File: config.mk
export PLATFORM = sky130hd
export DESIGN_NAME = apb_master_ctrl
export DESIGN_NICKNAME = d
export VERILOG_FILES = /design/src/rtl/apb_pkg.sv /design/src/rtl/apb_master_ctrl.sv
export SDC_FILE = /design/constraint.sdc
export NUM_CORES = 1
export LEC_CHECK = 0
export BUFFER_PORTS_ARGS = -buffer_cell sky130_fd_sc_hd__buf_2
export CAP_MARGIN = 10
export CELL_PAD_IN_SITES_DETAIL_PLACEMENT = 1
export CELL_PAD_IN_SITES_GLOBAL_PLACEMENT = 2
export CORE_MARGIN = 8
export CORE_UTILIZATION = 32
export CTS_CLUSTER_DIAMETER = 40
export CTS_CLUSTER_SIZE = 40
export DETAILED_ROUTE_END_ITERATION = 12
export HOLD_SLACK_MARGIN = 0.03
export PLACE_DENSITY = 0.89
export SYNTH_ARGS = -nofsm -noshare
export SYNTH_HDL_FRONTEND = slang
export SYNTH_SLANG_ARGS = --single-unit
export TNS_END_PERCENT = 1
File: constraint.sdc
create_clock -name clk -period 2.6 [get_ports clk]
set_input_delay 0.13 -clock clk [delete_from_list [all_inputs] [get_ports clk]]
set_output_delay 0.13 -clock clk [all_outputs]
set_load 0.1 [all_outputs]
File: src/rtl/apb_pkg.sv
// Shared definitions for the 4-port APB-style link: transfer states, port-select codes
// and the default bus widths used by both the master and the port-routing slave.
package apb_pkg;

    localparam int unsigned APB_ADDR_W = 8;
    localparam int unsigned APB_DATA_W = 32;

    localparam logic [1:0] PORT1 = 2'd0;
    localparam logic [1:0] PORT2 = 2'd1;
    localparam logic [1:0] PORT3 = 2'd2;
    localparam logic [1:0] PORT4 = 2'd3;

    typedef enum logic [1:0] {
        IDLE    = 2'd0,
        SETUP   = 2'd1,
        ACCESS  = 2'd2,
        RELEASE = 2'd3
    } apb_state_e;

endpackage

File: src/rtl/apb_master_ctrl.sv
// Requester end of the 4-port APB-style link: one client command at a time, one-cycle response.
// Optional ACCESS timeout enabled by defining APB_MASTER_TIMEOUT_EN.
module apb_master_ctrl
    import apb_pkg::*;
#(
    parameter int unsigned ADDR_W = APB_ADDR_W,
    parameter int unsigned DATA_W = APB_DATA_W
`ifdef APB_MASTER_TIMEOUT_EN
    ,
    parameter int unsigned TIMEOUT_CYC = 16
`endif
) (
    input  logic              clk,
    input  logic              rst,
    input  logic              cmd_valid,
    output logic              cmd_ready,
    input  logic              cmd_wr,
    input  logic [1:0]        cmd_port,
    input  logic [ADDR_W-1:0] cmd_addr,
    input  logic [DATA_W-1:0] cmd_wdata,
    output logic              rsp_valid,
    output logic [DATA_W-1:0] rsp_rdata,
    output logic              rsp_err,
    output logic              en,
    output logic              wr_out,
    output logic [1:0]        sel_port,
    output logic [ADDR_W-1:0] addr_out,
    output logic [DATA_W-1:0] data_out,
    input  logic              ready,
    input  logic [DATA_W-1:0] rdata_in
);

    apb_state_e        state_q;
    logic              en_q;
    logic              wr_q;
    logic [1:0]        port_q;
    logic [ADDR_W-1:0] addr_q;
    logic [DATA_W-1:0] data_q;
    logic              rsp_valid_q;
    logic [DATA_W-1:0] rsp_rdata_q;

`ifdef APB_MASTER_TIMEOUT_EN
    localparam int unsigned CNT_W = $clog2(TIMEOUT_CYC + 1);
    localparam logic [CNT_W-1:0] CNT_LAST = CNT_W'(TIMEOUT_CYC - 1);

    logic [CNT_W-1:0] cnt_q;
    logic             rsp_err_q;
`endif

    always_ff @(posedge clk or negedge rst) begin
        if (!rst) begin
            state_q     <= IDLE;
            en_q        <= 1'b0;
            wr_q        <= 1'b0;
            port_q      <= PORT1;
            addr_q      <= '0;
            data_q      <= '0;
            rsp_valid_q <= 1'b0;
            rsp_rdata_q <= '0;
`ifdef APB_MASTER_TIMEOUT_EN
            cnt_q       <= '0;
            rsp_err_q   <= 1'b0;
`endif
        end else begin
            case (state_q)
                IDLE: begin
                    if (cmd_valid) begin
                        wr_q    <= cmd_wr;
                        port_q  <= cmd_port;
                        addr_q  <= cmd_addr;
                        data_q  <= cmd_wdata;
                        en_q    <= 1'b1;
                        state_q <= SETUP;
                    end
                end
                SETUP: begin
                    state_q <= ACCESS;
`ifdef APB_MASTER_TIMEOUT_EN
                    cnt_q   <= '0;
`endif
                end
                ACCESS: begin
                    // A ready on the final counted cycle still completes normally.
                    if (ready) begin
                        rsp_valid_q <= 1'b1;
                        rsp_rdata_q <= rdata_in;
                        en_q        <= 1'b0;
                        state_q     <= RELEASE;
`ifdef APB_MASTER_TIMEOUT_EN
                        rsp_err_q   <= 1'b0;
                    end else if (cnt_q == CNT_LAST) begin
                        cnt_q       <= cnt_q + CNT_W'(1);
                        rsp_valid_q <= 1'b1;
                        rsp_rdata_q <= '0;
                        rsp_err_q   <= 1'b1;
                        en_q        <= 1'b0;
                        state_q     <= RELEASE;
                    end else begin
                        cnt_q       <= cnt_q + CNT_W'(1);
`endif
                    end
                end
                RELEASE: begin
                    rsp_valid_q <= 1'b0;
                    state_q     <= IDLE;
                end
                default: state_q <= IDLE;
            endcase
        end
    end

    assign cmd_ready = (state_q == IDLE);
    assign en        = en_q;
    assign wr_out    = wr_q;
    assign sel_port  = port_q;
    assign addr_out  = addr_q;
    assign data_out  = data_q;
    assign rsp_valid = rsp_valid_q;
    assign rsp_rdata = rsp_rdata_q;
`ifdef APB_MASTER_TIMEOUT_EN
    assign rsp_err   = rsp_err_q;
`else
    assign rsp_err   = 1'b0;
`endif

endmodule
==> impl_metrics.py <==
metrics = {
    "drt": {
        "antenna_left": 0,
        "firstDrtPassIters": 4,
        "drc_errors": 0,
        "routed_wl_um": 10000,
        "wl_per_cell_um": 17.8,
        "drtIter0Drc": 47,
        "num_vias": 2437,
        "via_per_inst": 4.34,
    },
    "cts": {
        "cts-buffers-inserted": 9,
        "numClockSinks": 79,
        "cts_max_path_buffers": 2,
        "clock_latency_ps": 340,
        "cts_tree": "built",
        "cts_max_level": 3,
        "clockRootBuffer": "clkbuf_8",
        "clk_pin_slew_ps": 70,
    },
    "worst_setup_path": {
        "critPathLaunchType": "flop",
        "endpoint_kind": "flop",
        "crit_chain": "inv_1, ha_1, nand2_2, mux2_2",
        "crit_path_max_fanout": 33,
        "worst_path_largest_cell_delay_ps": 590,
        "path_class": "reg -> reg",
        "critPathRequiredTime_ps": 2820,
        "crit_path_top_delay_cell": "nand2_2",
        "cp.arrival_ps": 2100,
    },
    "hold_path": {
        "worstHoldPathType": "in -> reg",
    },
    "timing": {
        "setup_viol": 0,
        "fin_crit_sh_pct": 72.2,
        "fin_skew_ps": 9.14,
        "drv_slew": 0,
        "fin_tns_setup_ps": 0,
        "finalHoldViolCount": 0,
        "rsz0062_at_grt": "no",
        "period_minus_slack_ps": 1880,
        "max_freq_ghz": 0.533,
        "slew_headroom_pct": 34.3,
        "worstMarginPinSlew_ps": 986,
    },
    "logic_synthesis": {
        "synthArstFlopShare_pct": 100,
        "synth_seq_cells": 79,
        "syn_nets": 271,
        "synth_seq_area_share_pct": 61.2,
        "synth_most_common_cell": "dfrtp_1",
        "synth_top_cell_by_area": "dfrtp_1",
        "synth_edf_count": 0,
        "ys_warn_count": 0,
        "synth_top_area_share_pct": 61.2,
        "netlist_instances": 187,
        "synth.distinct_cells": 20,
        "ys_top_cells_by_count": "dfrtp_1, mux2_4, mux2_2",
        "syn_area_per_cell_um2": 17.3,
        "netlist_area_um2": 3230,
        "synth_area_leaders": "dfrtp_1, mux2_4, mux2_2",
        "ys.flop_type": "dfrtp_1",
    },
    "floorplan": {
        "initial_core_util_pct": 33.0,
        "num_rows": 36,
        "die_w_um": 116,
        "die_h_um": 116,
        "core_area_um2": 9770,
        "io_pins": 158,
        "dieArea_um2": 13600,
    },
    "finish": {
        "drive_gt1_share_pct": 57.7,
        "layout.nets": 507,
        "nFillCells": 1015,
        "area_growth_syn_to_layout_pct": 58.4,
        "multi_input_area_um2": 1160,
        "seq_area_um2": 1980,
    },
    "global_routing": {
        "antenna_found_initial": 1,
        "grt_max_degree": 80,
        "grt_use_total_pct": 15.1,
        "grt_pass1_vias": 2962,
        "grt_pass1_wl_um": 15600,
        "overflow": 0,
    },
    "place": {
        "gp_congestion": 0.727,
        "dp_hpwl_um": 6200,
        "port_buffers": 156,
    },
    "flow_run": {
        "max_cap_viol_count": 0,
    },
    "run_status": {
        "outcome": "complete, no violations",
    },
}
critical path, delay by kind of cell, from the launching register on:
kind / cells / cell delay, ps
AND/OR/NAND/NOR: 1 / 590
multiplexers: 1 / 420
flip-flops: 1 / 350
adder cells (fa/ha/maj): 1 / 270
buffers and inverters: 1 / 110
registers in the layout (all words and copies together) (netlist names):
signal and count:
addr_out 8, data_out 32, en 1, rsp_rdata 32, rsp_valid 1, sel_port 2
state_q 2, wr_out 1
area by class of cell:
class	instances	share of cell area [%]
inverters	5	0.367
multi-input cells	95	22.7
flip-flops and latches	79	38.6
clock buffers	13	3.11
well taps	133	3.25
diodes	1	0.0489
clock inverters	3	1.27
repair buffers	233	30.6
path summary, 6_finish.rpt:
kind                          startpoint       endpoint  slack (ps)  depth (start not counted)
setup / recovery              state_q[0]  rsp_rdata[17]         720                          4
hold / removal                 cmd_valid             en         210                          3
setup reg to reg              state_q[0]  rsp_rdata[17]         720                          4
min in group asynchronous            rst    addr_out[6]         510                          2
hold reg to reg            rsp_rdata[13]  rsp_rdata[13]         510                          1
max in group asynchronous            rst  rsp_rdata[25]        1450                          2
layer usage:
layer / GRT usage, % / vias to the layer above / wire length [um]
met1: 15.9 / 1212 / 3690
met4: 5.53 / 0 / 187
met3: 4.34 / 16 / 612
met5: 0 / - / 0
met2: 27.7 / 91 / 5530
li1: - / 1118 / -
timing repair:
| action | in CTS | in global routing |
|---|---|---|
| hold buffers | 76 | 0 |
| hold endpoints to repair | 154 | 0 |
| buffers inserted | 0 | 0 |
| gates resized for setup | 0 | 0 |
through the flow:
| stage | instances | area, um2 | utilization (%) | hold WS [ps] | worst slack [ps] |
|---|---|---|---|---|---|
| 6_report | 562 | 5110 | 52.3 | 210 | 724 |
| 5_1_grt | 562 | 5110 | 52.3 | 218 | 522 |
| 4_1_cts | 561 | 5110 | 52.3 | 191 | 707 |
| 3_5_place_dp | 469 | 4130 | 42.2 | 349 | 725 |
| 3_3_place_gp | 469 | 4130 | 42.2 | 340 | 798 |
| 2_1_floorplan | 187 | 3230 | - | -166 | 309 |
logic make-up after synthesis:
family	share of synthesized area (%)
buffers and inverters	2.75
AOI/OAI and AO/OA	1.05
and+or+nand+nor	1.12
DFF	61.2
adders and majority gates	1.94
other	0.116
muxes	31.8
layout by cell type, fill, tap and decap left out, types with 4 or more instances in the layout:
cell / Yosys / routed
dfrtp_1: 79 / 79
mux2_4: 40 / 40
inv_1: 5 / 5
mux2_2: 32 / 32
buf_2: 2 / 155
mux2_1: 4 / 4
clkbuf_8: 0 / 11
dlygate4sd3_1: 0 / 76
ha_1: 5 / 5
Power is not shown: default switching activity piles up to over one toggle a cycle in this logic, so the estimate is an artifact.
